<file path="src/rtl/ul4_pkg.sv">
// Shared constants, FSM encoding and golden model for the ul4 self-test.
package ul4_pkg;

   localparam int unsigned VEC_W    = 10;
   localparam int unsigned IDX_LAST = 1023;

   localparam logic [1:0] OP_AND = 2'b00;
   localparam logic [1:0] OP_OR  = 2'b01;
   localparam logic [1:0] OP_XOR = 2'b10;
   localparam logic [1:0] OP_NOT = 2'b11;

   typedef enum logic [1:0] {
      ST_IDLE   = 2'd0,
      ST_SETTLE = 2'd1,
      ST_CHECK  = 2'd2,
      ST_FIN    = 2'd3
   } state_t;

   // Expected ul4 Out for a given operand pair and op select
   function automatic logic [3:0] ul4_golden(input logic [3:0] a,
                                             input logic [3:0] b,
                                             input logic [1:0] s);
      logic [3:0] r;
      r = '0;
      case (s)
         OP_AND:  r = a & b;
         OP_OR:   r = a | b;
         OP_XOR:  r = a ^ b;
         OP_NOT:  r = ~a;
         default: r = '0;
      endcase
      return r;
   endfunction

endpackage

</file>
<file path="src/rtl/ul4_autotest_if.sv">
// Handshake, status and ul4-facing signals of the self-test sequencer.
interface ul4_autotest_if #(
   parameter int unsigned ERR_W = 10
);
   logic                       start;
   logic [3:0]                 ul_out;
   logic [3:0]                 a_o;
   logic [3:0]                 b_o;
   logic [1:0]                 s_o;
   logic                       busy;
   logic                       done;
   logic                       pass;
   logic [ERR_W-1:0]           err_count;
   logic                       fail_seen;
   logic [ul4_pkg::VEC_W-1:0]  fail_idx;

   modport master (
      output start, ul_out,
      input  a_o, b_o, s_o, busy, done, pass, err_count, fail_seen, fail_idx
   );

   modport slave (
      input  start, ul_out,
      output a_o, b_o, s_o, busy, done, pass, err_count, fail_seen, fail_idx
   );
endinterface

</file>
<file path="src/rtl/ul4_vecgen.sv">
// Test-vector index counter; the index bits map directly onto a, b and s.
module ul4_vecgen
   import ul4_pkg::*;
(
   input  logic             clk,
   input  logic             reset,
   input  logic             clr,
   input  logic             inc,
   output logic [3:0]       a,
   output logic [3:0]       b,
   output logic [1:0]       s,
   output logic [VEC_W-1:0] idx,
   output logic             last_vec
);

   logic [VEC_W-1:0] idx_q;

   // Index register: cleared on a new run, advanced after each compare
   always_ff @(posedge clk) begin
      if (reset) begin
         idx_q <= '0;
      end else if (clr) begin
         idx_q <= '0;
      end else if (inc) begin
         idx_q <= idx_q + VEC_W'(1);
      end
   end

   assign a        = idx_q[3:0];
   assign b        = idx_q[7:4];
   assign s        = idx_q[9:8];
   assign idx      = idx_q;
   assign last_vec = (idx_q == VEC_W'(IDX_LAST));

endmodule

</file>
<file path="src/rtl/ul4_autotest.sv">
// Self-test sequencer: sweeps all ul4 vectors, compares against the golden
// model and reports a pass/fail verdict with a start/done handshake.
module ul4_autotest
   import ul4_pkg::*;
#(
   parameter int unsigned SETTLE_CYC = 1,
   parameter int unsigned ERR_W      = 10
) (
   input  logic          clk,
   input  logic          reset,
   ul4_autotest_if.slave bus
);

   localparam int unsigned       CNT_W       = 4;
   localparam logic [CNT_W-1:0]  SETTLE_LOAD = CNT_W'(SETTLE_CYC - 1);
   localparam logic [ERR_W-1:0]  ERR_MAX     = '1;

   state_t           state;
   state_t           state_nxt;
   logic [CNT_W-1:0] cnt_q;
   logic [3:0]       vec_a;
   logic [3:0]       vec_b;
   logic [1:0]       vec_s;
   logic [VEC_W-1:0] vec_idx;
   logic             last_vec;
   logic             vec_clr_c;
   logic             vec_inc_c;
   logic             cnt_load_c;
   logic             check_c;
   logic             mismatch_c;
   logic             busy_q;
   logic             done_q;
   logic             pass_q;
   logic             fail_seen_q;
   logic [ERR_W-1:0] err_q;
   logic [VEC_W-1:0] fail_idx_q;

   ul4_vecgen u_vecgen (
      .clk      (clk),
      .reset    (reset),
      .clr      (vec_clr_c),
      .inc      (vec_inc_c),
      .a        (vec_a),
      .b        (vec_b),
      .s        (vec_s),
      .idx      (vec_idx),
      .last_vec (last_vec)
   );

   // State register
   always_ff @(posedge clk) begin
      if (reset) begin
         state <= ST_IDLE;
      end else begin
         state <= state_nxt;
      end
   end

   // Next-state logic
   always_comb begin
      state_nxt = state;
      case (state)
         ST_IDLE:   if (bus.start) state_nxt = ST_SETTLE;
         ST_SETTLE: if (cnt_q == '0) state_nxt = ST_CHECK;
         ST_CHECK:  state_nxt = last_vec ? ST_FIN : ST_SETTLE;
         ST_FIN:    state_nxt = ST_IDLE;
         default:   state_nxt = ST_IDLE;
      endcase
   end

   // Control strobes decoded from the current/next state
   always_comb begin
      vec_clr_c  = 1'b0;
      vec_inc_c  = 1'b0;
      cnt_load_c = 1'b0;
      check_c    = 1'b0;
      case (state)
         ST_IDLE:  vec_clr_c = bus.start;
         ST_CHECK: begin
            check_c   = 1'b1;
            vec_inc_c = !last_vec;
         end
         default: ;
      endcase
      if (state_nxt == ST_SETTLE && state != ST_SETTLE) cnt_load_c = 1'b1;
   end

   assign mismatch_c = (bus.ul_out != ul4_golden(vec_a, vec_b, vec_s));

   // Settle counter, verdict, error counter and first-failure capture
   always_ff @(posedge clk) begin
      if (reset) begin
         cnt_q       <= '0;
         busy_q      <= 1'b0;
         done_q      <= 1'b0;
         pass_q      <= 1'b0;
         fail_seen_q <= 1'b0;
         err_q       <= '0;
         fail_idx_q  <= '0;
      end else begin
         busy_q <= (state_nxt != ST_IDLE);
         done_q <= (state_nxt == ST_FIN);
         if (cnt_load_c) begin
            cnt_q <= SETTLE_LOAD;
         end else if (state == ST_SETTLE && cnt_q != '0) begin
            cnt_q <= cnt_q - CNT_W'(1);
         end
         if (vec_clr_c) begin
            pass_q      <= 1'b0;
            fail_seen_q <= 1'b0;
            err_q       <= '0;
            fail_idx_q  <= '0;
         end else if (check_c) begin
            if (mismatch_c) begin
               if (err_q != ERR_MAX) err_q <= err_q + ERR_W'(1);
               if (!fail_seen_q) begin
                  fail_seen_q <= 1'b1;
                  fail_idx_q  <= vec_idx;
               end
            end
            if (last_vec) pass_q <= (err_q == '0) && !mismatch_c;
         end
      end
   end

   assign bus.a_o       = vec_a;
   assign bus.b_o       = vec_b;
   assign bus.s_o       = vec_s;
   assign bus.busy      = busy_q;
   assign bus.done      = done_q;
   assign bus.pass      = pass_q;
   assign bus.err_count = err_q;
   assign bus.fail_seen = fail_seen_q;
   assign bus.fail_idx  = fail_idx_q;

endmodule

</file>
<file path="src/flat_wrapper.sv">
// flat-port wrapper written by rule: the top's interface ports become plain ports
module ul4_autotest_flat import ul4_pkg::*;
#(
   parameter int unsigned SETTLE_CYC = 1,
   parameter int unsigned ERR_W      = 10
)
  (clk, reset, bus_start, bus_ul_out, bus_a_o, bus_b_o, bus_s_o, bus_busy, bus_done, bus_pass, bus_err_count, bus_fail_seen, bus_fail_idx);
  ul4_autotest_if #(.ERR_W(ERR_W)) bus_i ();
  input  logic clk;
  input  logic reset;
  input wire logic [$bits(bus_i.start)-1:0] bus_start;
  input wire logic [$bits(bus_i.ul_out)-1:0] bus_ul_out;
  output wire logic [$bits(bus_i.a_o)-1:0] bus_a_o;
  output wire logic [$bits(bus_i.b_o)-1:0] bus_b_o;
  output wire logic [$bits(bus_i.s_o)-1:0] bus_s_o;
  output wire logic [$bits(bus_i.busy)-1:0] bus_busy;
  output wire logic [$bits(bus_i.done)-1:0] bus_done;
  output wire logic [$bits(bus_i.pass)-1:0] bus_pass;
  output wire logic [$bits(bus_i.err_count)-1:0] bus_err_count;
  output wire logic [$bits(bus_i.fail_seen)-1:0] bus_fail_seen;
  output wire logic [$bits(bus_i.fail_idx)-1:0] bus_fail_idx;
  assign bus_i.start = bus_start;
  assign bus_i.ul_out = bus_ul_out;
  assign bus_a_o = bus_i.a_o;
  assign bus_b_o = bus_i.b_o;
  assign bus_s_o = bus_i.s_o;
  assign bus_busy = bus_i.busy;
  assign bus_done = bus_i.done;
  assign bus_pass = bus_i.pass;
  assign bus_err_count = bus_i.err_count;
  assign bus_fail_seen = bus_i.fail_seen;
  assign bus_fail_idx = bus_i.fail_idx;
  ul4_autotest #(.SETTLE_CYC(SETTLE_CYC), .ERR_W(ERR_W)) u_core (.clk(clk), .reset(reset), .bus(bus_i));
endmodule
</file>
<file path="config.mk">
export PLATFORM = sky130hd
export DESIGN_NAME = ul4_autotest_flat
export DESIGN_NICKNAME = d
export VERILOG_FILES = /design/src/rtl/ul4_pkg.sv /design/src/rtl/ul4_autotest_if.sv /design/src/rtl/ul4_vecgen.sv /design/src/rtl/ul4_autotest.sv /design/src/flat_wrapper.sv
export SDC_FILE = /design/constraint.sdc
export NUM_CORES = 1
export LEC_CHECK = 0
export ABC_AREA = 1
export BUFFER_PORTS_ARGS = -buffer_cell sky130_fd_sc_hd__buf_2
export CAP_MARGIN = 0
export CORE_MARGIN = 3
export CORE_UTILIZATION = 35
export CTS_CLUSTER_SIZE = 16
export DETAILED_ROUTE_END_ITERATION = 7
export GPL_ROUTABILITY_DRIVEN = 0
export PLACE_DENSITY_LB_ADDON = 0.25
export SLEW_MARGIN = 10
export SYNTH_ARGS = -nofsm -noshare
export SYNTH_HDL_FRONTEND = slang
export SYNTH_SLANG_ARGS = --single-unit
</file>
<file path="constraint.sdc">
create_clock -name clk -period 3.4 [get_ports clk]
set_input_delay 1.02 -clock clk [delete_from_list [all_inputs] [get_ports clk]]
set_output_delay 1.02 -clock clk [all_outputs]
set_load 0.005 [all_outputs]
</file>
======== Word-level counts from Yosys, hierarchy flattened ========
Index checks and enable logic that the tools add are counted.
operators by class
  add/sub/neg operators ................... 3
  eq/ne operators ......................... 12
  muxes and demuxes ....................... 9
  bitwise gates (word level) .............. 5
  reduce and logical (&&, ||, !) cells .... 17
operator list
  operator                                                                number
  10-bit by 1-bit adder with 10-bit output (second input constant)        2
  4-bit one-hot mux with 4 select lines                                   1
  10-bit equality test (second input constant)                            1
  2-bit equality test (second input constant)                             5
  10-bit logical NOT                                                      1
  10-bit inequality test (second input constant)                          1
  2-bit one-hot mux with 4 select lines                                   1
  2-bit by 1-bit equality test with 1-bit output (second input constant)  3
  2-bit 2-to-1 mux                                                        3
  3-bit AND reduction                                                     2
  4-bit AND                                                               1
  2-bit logical NOT                                                       2
  4-bit logical NOT                                                       1
  1-bit 2-to-1 mux                                                        4
  4-bit inequality test                                                   1
  4-bit NOT                                                               1
  4-bit OR                                                                1
  2-bit AND reduction                                                     2
  4-bit nonzero test                                                      1
  2-bit OR reduction                                                      2
  4-bit by 1-bit subtractor with 4-bit output (second input constant)     1
  4-bit XOR                                                               1
  1-bit logical AND                                                       3
  1-bit logical NOT                                                       2
  other kinds (3)                                                         3
word-level totals
  bits in registers ....................... 40
  output and inout port bits .............. 34

======== Logic depth before layout (Yosys ltp) ========
Gate-level depths: netlist (run 1).
  word-level depth ........................ 7
  gate-level depth with buffers ........... 16
  gate-level depth less buffers ........... 15

======== By module ========
Synthesis (run 1) repeated with hierarchy kept, for this count alone.
second synthesis, totals
  cells, all modules ...................... 350
  area total of the unflattened synthesis .. 2401.1 µm²
by module, submodules not included
  module        instances  cells each  area each (µm²)  sequential area each (µm²)
  ul4_autotest  1          280         1860.5           600.6
  ul4_vecgen    1          70          540.5            200.2

======== Least setup slack after synthesis (run 1) ========
Ideal clock, no wire load.
  kind .................................... input port to flip-flop
  from .................................... input port bus_ul_out[2]
  to ...................................... register u_core.err_q[5], in the netlist u_core.bus.err_count[5]
  arrival ................................. 1.730 ns
  required time ........................... 3.272 ns
  slack ................................... 1.542 ns
  cell stages on the path ................. 10
  cells stage by stage .................... inv_1 > nand2_1 > nand2_1 > nor2_4 > nand2_8 > buf_6 > nand3_1 > nand2_1 > nand2_1 > nor2_1
between the ends
  longest elaborated chain between the ends .. 2
ends and longest elaborated chain
  element                        line                 text
  start: declaration             flat_wrapper.sv:12   input wire logic [$bits(bus_i.ul_out)-1:0] bus_ul_out;
  4-bit inequality test          ul4_autotest.sv:88   assign mismatch_c = (bus.ul_out != ul4_golden(vec_a, vec_b, vec_s));
  3-bit AND reduction (no line)  --
  end signal: assignment         ul4_autotest.sv:115  if (err_q != ERR_MAX) err_q <= err_q + ERR_W'(1);
  end: declaration               ul4_autotest.sv:35   logic [ERR_W-1:0] err_q;
Every way passes these cells.
A chain may end at the register's enable or synchronous reset.

======== Final worst setup path (run 1) ========
  from .................................... input port reset
  to ...................................... register u_core.pass_q, in the netlist u_core.bus.pass
between the ends
  longest elaborated chain between the ends .. 1
ends and longest elaborated chain
  element                       line                 text
  start: declaration            flat_wrapper.sv:10   input logic reset;
  2-bit OR reduction (no line)  --
  end signal: assignment        ul4_autotest.sv:121  if (last_vec) pass_q <= (err_q == '0) && !mismatch_c;
  end: declaration              ul4_autotest.sv:33   logic pass_q;
Every way passes these cells.

==> impl_metrics.yaml, run 1 <==
die:
  start_util_pct: 36.6
  rows: 29
  dieHeight_um: 88.2
  die_x_um: 88.2
  die_area_um2: 7780
  core_um2: 6460
  io_pins: 41
synthesis:
  syn_avg_cell_area_um2: 6.57
  syn_area_um2: 2360
  synth-seq-cells: 40
  ys_top_cells_by_area: "dfxtp_1 (34%), nand2_1 (14%), inv_1 (9.8%), nor2_1 (7.9%), ha_1 (6.3%)"
  yosysWarningCount: 0
  synth_flop_cell: "dfxtp_1"
  synth_common_cells: "nand2_1 (88), inv_1 (62), nor2_1 (50), dfxtp_1 (40), nand3_1 (26)"
  synth_enable_flop_cells: 0
  ys_types: 27
  synth_seq_area_share_pct: 33.9
  synth_fp_nets: 379
  synth_top_area_cell: "dfxtp_1"
  synthArstFlopShare_pct: 0
  yosysMostFrequentCell: "nand2_1"
  syn_inst: 360
  netlist.area_leader.share_pct: 33.9
place:
  dp_slack_ps: 854
  hpwl_mm: 4.12
  placed_area_um2: 2590
  portBuffers: 40
detailed_routing:
  vias: 2223
  wire_per_inst_um: 11.4
  vias_per_cell: 4.67
  dr.pass1.iters: 5
  drt_iter0_drc: 86
  drc: 0
  ant_nets: 0
  routed_wl_mm: 5.41
clock_tree:
  cts_tree: "done"
  cts.sinks: 40
  cts_root_buffer: "clkbuf_8"
  clock_latency_ps: 290
  post_cts_buffers: 0
  clockBufferDepth: 2
  htree_num_levels: 2
  cts-resized-gates: 0
  cts_buffers: 5
  clk_pin_slew_worst_paths_ps: 80
  ctsHoldBuffers: 0
hold_path:
  hp-start: "u_core.cnt_q[0]$_SDFFE_PP0P_"
  hold-path-cell-count: 2
  hold_path_class: "reg2reg"
  holdPathEnd: "u_core.cnt_q[0]$_SDFFE_PP0P_"
setup_path:
  cp_max_fo: 21
  cp.required_ps: 3630
  r2r_slack_ps: 1260
  r2r_start: "u_core.u_vecgen.idx[5]$_SDFFE_PP0P_"
  reg2regPathDepth: 13
  critPathArrivalTime_ps: 2440
  r2r_end: "u_core.bus.fail_idx[1]$_SDFFE_PP0P_"
  crit_path_start_kind: "primary input"
  worst_setup_path_end_kind: "register"
  crit_type: "in2reg"
layout:
  seqCellArea_um2: 801
  drive_above_1_share_pct: 14.5
  layout.nets: 417
  area_delta_synth_final_pct: 14.2
  multi_input_area_um2: 1240
  num_antenna_cells: 0
  fin_area_um2: 2700
  fin_util_pct: 41.8
  fill_cells: 699
timing:
  finalClockSkew_ps: 5.69
  finalSetupTns_ps: 0
  relSlewSlack_pct: 59.4
  rsz0062_at_grt: "no"
  timing.final.ws_setup_ps: 1190
  fmax_mhz: 453
  finalHoldViolCount: 0
  worst_pin_slew_ps: 608
  fin_crit_ps: 2210
  slew_violations: 0
  finalSetupViolCount: 0
  period_share_pct: 65.0
global_routing:
  use_met3_pct: 3.67
  grt.total_usage_pct: 14.7
  grt-busiest-layer: "met2"
  grt_use_met2_pct: 26.1
  grt_overflow: 0
  grt_start_max_net_pins: 22
  first_global_vias: 2080
  use_met1_pct: 17.2
  antenna_found_initial: 0
  grt_pass1_wl_mm: 9.09
run:
  max_cap_violations: 0
power:
  p_total_mw: 0.942
  ir_worst_vdd_v: 0.000167
  leakage_nw: 1.35
  power_density_nw_per_um2: 349
status:
  status: "finished clean"
==> critical path, stage by stage <==
cell and delay [ps]:
buf_2 110, inv_1 80, nand2_1 300, inv_1 590, o21ai_0 180, a21oi_1 160
==> final cells by class <==
type	count	share of cell area, %
well taps	77	3.57
clock buffers	6	2.69
repair buffers	41	7.69
multi-input cells	245	46.1
inverters	65	9.04
flip-flops and latches	40	29.7
clock inverters	2	1.30
==> cells in the final DEF (no fill, tap or decap), drive strengths merged <==
cell	Yosys	layout
nand2	89	89
inv	65	65
nor2	53	53
buf	6	41
dfxtp	40	40
nand3	28	28
nand4	16	16
a21oi	14	14
o21ai	13	13
ha	12	12
nor3	6	6
clkbuf	4	6
xor2	4	4
nand3b	3	3
xnor2	2	2
nor4	2	2
or2	1	1
nor3b	1	1
a21boi	1	1
clkinv	0	1
bufinv	0	1
==> per-layer routing <==
layer / routed length (um) / up-vias
li1: - / 1196
met1: 2540 / 972
met2: 2540 / 46
met3: 256 / 9
met4: 73 / 0
met5: 0 / -
==> metrics by stage <==
step	hold slack, ps	instances
after floorplan	444	360
after global placement	455	468
after detailed placement	459	468
after CTS	471	476
after global routing	489	476
final	465	476
==> registers in the layout, summed over array words and instances, names as in the netlist <==
signal                flops
u_core.bus.err_count     10
u_core.bus.fail_idx      10
u_core.u_vecgen.idx      10
u_core.cnt_q              4
u_core.state              2
u_core.bus.busy           1
u_core.bus.done           1
u_core.bus.fail_seen      1
u_core.bus.pass           1
==> worst max path at each step <==
stage | start | endpoint | slack [ps]
global route | u_core.u_vecgen.idx[5]$_SDFFE_PP0P_ | u_core.bus.fail_idx[5]$_SDFFE_PP0P_ | 970
finish | reset | u_core.bus.pass$_SDFFE_PP0P_ | 1190
global placement | reset | u_core.u_vecgen.idx[0]$_SDFFE_PP0P_ | 960
CTS | reset | u_core.bus.pass$_SDFFE_PP0P_ | 1170
floorplan | bus_ul_out[2] | u_core.bus.err_count[5]$_SDFFE_PP0P_ | 1540
detailed placement | reset | u_core.bus.pass$_SDFFE_PP0P_ | 850
==> where the power goes <==
group / total, mW / switching, mW / leakage (nW) / internal (mW)
combinational: 0.0758 / 0.0500 / 0.971 / 0.0258
clock: 0.383 / 0.165 / 0.0552 / 0.218
sequential: 0.484 / 0.00626 / 0.323 / 0.477
total: 0.942 / 0.221 / 1.35 / 0.721
==> kinds of logic (layout without fill, tap and decap cells) <==
group                    after synthesis  after routing  synth area share [%]
AO/OA/AOI/OAI                         28             28                  6.03
XOR/XNOR                               6              6                  2.22
adder cells (fa/ha/maj)               12             12                  6.35
buffers and inverters                 75            114                  13.5
flip-flops                            40             40                  33.9
AND/OR/NAND/NOR                      199            199                  38.0
Note: power is estimated with default switching activity, not from simulation.
==> run 2, diff against run 1 <==
ABC_AREA = 0   (was 1)
clock period = 2.1 ns   (was 3.4 ns; I/O delays follow)
==> impl_metrics.yaml, run 2 <==
synthesis:
  syn_avg_cell_area_um2: 9.22
  synth_flop_cell: "dfxtp_1"
  ys_top_cells_by_area: "dfxtp_1 (37%), ha_1 (7.0%), nor2_1 (4.9%), mux4_2 (4.2%), xnor2_1 (3.7%)"
  netlist.area_leader.share_pct: 37.3
  syn_area_um2: 2150
  synth-seq-cells: 40
  synth_seq_area_share_pct: 37.3
  synth_enable_flop_cells: 0
  synth_common_cells: "dfxtp_1 (40), nor2_1 (28), nand2_1 (20), inv_1 (15), nand3_1 (14)"
  syn_inst: 233
  synth_fp_nets: 252
  yosysWarningCount: 0
  ys_types: 46
  synthArstFlopShare_pct: 0
  yosysMostFrequentCell: "dfxtp_1"
  synth_top_area_cell: "dfxtp_1"
status:
  status: "finished, violations left"
  violations: "setup timing"
detailed_routing:
  routed_wl_mm: 4.94
  vias: 1865
  dr.pass1.iters: 4
  drc: 0
  wire_per_inst_um: 13.4
  vias_per_cell: 5.05
  ant_nets: 0
  drt_iter0_drc: 50
power:
  power_density_nw_per_um2: 484
  ir_worst_vdd_v: 0.000305
  leakage_nw: 1.22
  combinationalPowerShare_pct: 8.9
  pwr-share-seq_pct: 55.7
  p_total_mw: 1.38
  p_sw_share_pct: 24.6
  switching_power_mw: 0.339
  p_int_mw: 1.04
  clkPwrFrac_pct: 35.4
timing:
  finalHoldViolCount: 0
  worst_pin_slew_ps: 388
  period_share_pct: 100
  rsz0062_at_grt: "yes"
  finalSetupViolCount: 2
  relSlewSlack_pct: 74.1
  timing.final.ws_setup_ps: -8.34
  finalClockSkew_ps: 10.5
  slew_violations: 0
  fmax_mhz: 474
  fin_crit_ps: 2110
  finalSetupTns_ps: -11.4
global_routing:
  antenna_found_initial: 0
  first_global_vias: 1727
  grt.total_usage_pct: 13.8
  grt_pass1_wl_mm: 8.08
  grt_start_max_net_pins: 27
  grt_overflow: 0
layout:
  seqCellArea_um2: 812
  mostFrequentLayoutCell: "buf_2"
  fill_cells: 551
  num_antenna_cells: 0
  area_delta_synth_final_pct: 32.7
  final_cell_mix: "buf_2 (40), dfxtp_1 (31), nor2_1 (28)"
  fin_util_pct: 49.9
  drive_above_1_share_pct: 42.4
  layout.nets: 316
  fin_area_um2: 2850
  multi_input_area_um2: 1380
die:
  die_area_um2: 7110
  core_um2: 5710
  rows: 27
  dieHeight_um: 84.3
  io_pins: 41
  die_x_um: 84.3
  start_util_pct: 37.6
clock_tree:
  cts_tree: "done"
  clock_latency_ps: 290
  clk_pin_slew_worst_paths_ps: 80
  ctsHoldBuffers: 0
  cts.sinks: 40
  htree_num_levels: 2
  clockBufferDepth: 2
  cts_root_buffer: "clkbuf_8"
  cts_buffers: 5
setup_path:
  critPathArrivalTime_ps: 2290
  crit_path_start_kind: "register"
  endpoint: "u_core.bus.err_count[9]$_SDFFE_PP0P_"
  cp.required_ps: 2280
  r2r_start: "u_core.u_vecgen.idx[6]$_SDFFE_PP0P_"
  cp_max_fo: 15
  startpoint: "u_core.u_vecgen.idx[6]$_SDFFE_PP0P_"
  r2r_slack_ps: -8
  worst_setup_path_end_kind: "register"
  r2r_end: "u_core.bus.err_count[9]$_SDFFE_PP0P_"
  reg2regPathDepth: 8
  crit_type: "reg2reg"
run:
  max_cap_violations: 0
hold_path:
  hold-path-cell-count: 2
  hold_path_class: "reg2reg"
place:
  portBuffers: 40
  hpwl_mm: 3.63
  placed_area_um2: 2580
## run 2: cell types whose count changed after synthesis, sizes merged, moves of 4 or more
cell    change
nand4      -11
nor3        -5
nor2       -25
nand2      -69
inv        -48
nand2b      +6
o31ai       +8
xnor2      +11
o21ai       -9
mux4        +4
a21oi       -4
nand3      -13
mux2i       +6
## run 2: layout make-up
| type | count | area share [%] |
|---|---|---|
| Multi-Input combinational cell | 166 | 48.4 |
| Sequential cell | 40 | 28.5 |
| Timing Repair Buffer | 67 | 15.0 |
| Tap cell | 72 | 3.16 |
| Clock buffer | 6 | 2.55 |
| Inverter | 17 | 2.24 |
| Clock inverter | 1 | 0.176 |
## run 2: logic make-up (layout without fill, tap and decap cells)
family	count (synthesis)	after routing	share of synthesized area (%)
compound gates	36	36	13.1
xor+xnor	14	14	7.11
fa+ha+maj	12	12	6.99
buf+inv	27	91	6.23
flops	40	40	37.3
mux	10	10	6.99
simple gates	94	94	22.3
## run 2: repair_timing
item,CTS,global route
buffers inserted,0,1
gates resized for setup,5,29
pin swaps,2,5
endpoints found under the setup margin,13,23
cloned,1,0
## run 2: worst min-delay path by stage
| stage | to | start |
|---|---|---|
| floorplan | u_core.cnt_q[2]$_SDFFE_PP0P_ | u_core.cnt_q[2]$_SDFFE_PP0P_ |
| global placement | u_core.bus.fail_idx[9]$_SDFFE_PP0P_ | u_core.bus.fail_idx[9]$_SDFFE_PP0P_ |
| detailed placement | u_core.bus.fail_idx[4]$_SDFFE_PP0P_ | u_core.bus.fail_idx[4]$_SDFFE_PP0P_ |
| CTS | u_core.bus.fail_idx[7]$_SDFFE_PP0P_ | u_core.bus.fail_idx[7]$_SDFFE_PP0P_ |
| global route | u_core.bus.fail_idx[6]$_SDFFE_PP0P_ | u_core.bus.fail_idx[6]$_SDFFE_PP0P_ |
| finish | u_core.bus.fail_idx[6]$_SDFFE_PP0P_ | u_core.bus.fail_idx[6]$_SDFFE_PP0P_ |
## run 2: worst max-delay path, cell delays in order (launching register included)
cell and delay, ps:
dfxtp_2 350, inv_2 50, ha_4 220, mux4_2 520
xnor2_4 190, a41oi_2 250, buf_12 180, and4b_1 200
nor3_2 40
## run 2: per-layer routing
metal | GRT usage [%] | part of all wire [%] | routed length (um)
met5 | 0 | 0 | 0
met3 | 4.22 | 5.1 | 253
met4 | 4.17 | 1.2 | 57
met1 | 18.2 | 46 | 2280
met2 | 21.8 | 48 | 2350
## run 2: power by group through the flow
stage | clock network (mW) | logic (mW) | registers, mW
3_3_place_gp | 0 | 0.106 | 0.786
5_1_grt | 0.539 | 0.134 | 0.769
3_5_place_dp | 0 | 0.106 | 0.787
6_report | 0.488 | 0.123 | 0.769
2_1_floorplan | 0 | 0.0706 | 0.787
4_1_cts | 0.505 | 0.110 | 0.769
## run 2: through the flow
stage | hold WS, ps | setup WS, ps | instances
after floorplan | 457 | -46.2 | 233
after global routing | 492 | -84.4 | 369
after CTS | 467 | -10.2 | 368
final | 466 | -8.34 | 369
after global placement | 452 | 17.4 | 360
after detailed placement | 459 | -44.7 | 360
==> run 3, diff against run 2 <==
clock period = 2.2 ns   (was 2.1 ns; I/O delays follow)
==> impl_metrics.yaml, run 3 (synthesis gave the netlist of run 2 again) <==
place:
  hpwl_mm: 3.61
  portBuffers: 40
setup_path:
  cp.required_ps: 2390
  crit_path_start_kind: "register"
  crit_type: "reg2reg"
  cp_max_fo: 7
  r2r_end: "u_core.bus.err_count[5]$_SDFFE_PP0P_"
  r2r_start: "u_core.u_vecgen.idx[5]$_SDFFE_PP0P_"
  r2r_slack_ps: 9
  critPathArrivalTime_ps: 2380
  reg2regPathDepth: 8
  worst_setup_path_end_kind: "register"
timing:
  fin_crit_ps: 2190
  worst_pin_slew_ps: 559
  period_share_pct: 99.6
  finalHoldViolCount: 0
  relSlewSlack_pct: 62.3
  rsz0062_at_grt: "yes"
  finalSetupViolCount: 0
  fmax_mhz: 456
  slew_violations: 0
  finalClockSkew_ps: 6.70
detailed_routing:
  dr.pass1.iters: 4
  drt_iter0_drc: 53
  ant_nets: 0
  drc: 0
  vias_per_cell: 5.11
  vias: 1902
  wire_per_inst_um: 14.1
  routed_wl_mm: 5.24
die:
  dieHeight_um: 84.3
  rows: 27
  start_util_pct: 37.6
  core_um2: 5710
  io_pins: 41
  die_x_um: 84.3
  die_area_um2: 7110
layout:
  mostFrequentLayoutCell: "buf_2"
  fin_util_pct: 51.4
  fill_cells: 526
  num_antenna_cells: 0
  area_delta_synth_final_pct: 36.6
  drive_above_1_share_pct: 41.0
  final_cell_mix: "buf_2 (40), dfxtp_1 (31), nor2_1 (28)"
  layout.nets: 318
run:
  max_cap_violations: 0
power:
  ir_worst_vdd_v: 0.000241
  power_density_nw_per_um2: 516
  p_total_mw: 1.51
  leakage_nw: 1.25
global_routing:
  grt_pass1_wl_mm: 8.34
  grt_overflow: 0
  grt_start_max_net_pins: 27
  antenna_found_initial: 0
  first_global_vias: 1786
  grt.total_usage_pct: 14.2
clock_tree:
  clk_pin_slew_worst_paths_ps: 80
  htree_num_levels: 2
  clock_latency_ps: 290
  ctsHoldBuffers: 0
  cts.sinks: 40
  cts_tree: "done"
  clockBufferDepth: 2
  cts_root_buffer: "clkbuf_8"
  cts_buffers: 5
hold_path:
  hold-path-cell-count: 2
  hp-start: "u_core.bus.fail_idx[7]$_SDFFE_PP0P_"
  holdPathEnd: "u_core.bus.fail_idx[7]$_SDFFE_PP0P_"
  hold_path_class: "reg2reg"
status:
  status: "finished clean"
## run 3: changes by cell type in the layout (fill, tap and decap cells not counted), moves of 2 or more
cell,previous run,this run
inv_2,8,5
buf_6,3,6
nand3_2,5,2
nand3_1,10,13
inv_1,9,11
clkbuf_8,5,7
buf_4,23,20
## run 3: final cells by class
| class | count | area (um2) | area share, % |
|---|---|---|---|
| clock buffer | 7 | 96.3 | 3.28 |
| clock inverter | 1 | 30.0 | 1.02 |
| inverter | 17 | 66.3 | 2.26 |
| multi-input combinational | 166 | 1370 | 46.6 |
| sequential | 40 | 815 | 27.7 |
| tap | 72 | 90.1 | 3.07 |
| timing repair buffer | 69 | 470 | 16.0 |
## run 3: through the flow
stage	instance area, um2	setup slack (ps)	instances	setup TNS (ps)	hold WS [ps]
floorplan	2150	0.416	233	0	457
global placement	2530	74.7	354	0	454
detailed placement	2530	21.2	354	0	461
CTS	2650	8.80	362	0	473
global route	2940	-61.3	372	-251	493
finish	2940	8.51	372	0	466
## run 3: how the worst max path moves through the flow
stage	cells after the start	start	endpoint	slack [ps]
CTS	8	u_core.u_vecgen.idx[6]$_SDFFE_PP0P_	u_core.bus.err_count[5]$_SDFFE_PP0P_	9
detailed placement	8	u_core.u_vecgen.idx[6]$_SDFFE_PP0P_	u_core.bus.err_count[5]$_SDFFE_PP0P_	20
global placement	8	u_core.u_vecgen.idx[6]$_SDFFE_PP0P_	u_core.bus.err_count[5]$_SDFFE_PP0P_	70
finish	8	u_core.u_vecgen.idx[5]$_SDFFE_PP0P_	u_core.bus.err_count[5]$_SDFFE_PP0P_	9
global route	8	u_core.u_vecgen.idx[3]$_SDFFE_PP0P_	u_core.bus.err_count[5]$_SDFFE_PP0P_	-60
floorplan	8	u_core.u_vecgen.idx[4]$_SDFFE_PP0P_	u_core.bus.err_count[3]$_SDFFE_PP0P_	0.4
## run 3: worst max-delay path, cell delays in order, from the launching register on
cell and delay [ps]:
dfxtp_2 330, buf_4 130, ha_2 170, mux4_2 510, xnor2_4 190, a41oi_4 330
buf_12 170, nand4_1 110, mux2i_1 150
## run 3: report_power, final
part	switching (mW)	internal (mW)	leakage [nW]
registers	0.00430	0.728	0.328
clock network	0.263	0.401	0.0645
logic	0.0700	0.0486	0.863
## run 3: per-layer routing
layer / track usage [%] / part of all wire (%) / vias up
met4: 4.75 / 1.3 / 0
met3: 3.04 / 4.2 / 6
met1: 18.8 / 47 / 904
met2: 23.0 / 48 / 42
met5: 0 / 0 / -
li1: - / - / 950
## run 3: repair_timing
item,CTS,global route
endpoints found under the setup margin,0,21
setup buffers,0,8
gates resized for setup,0,37
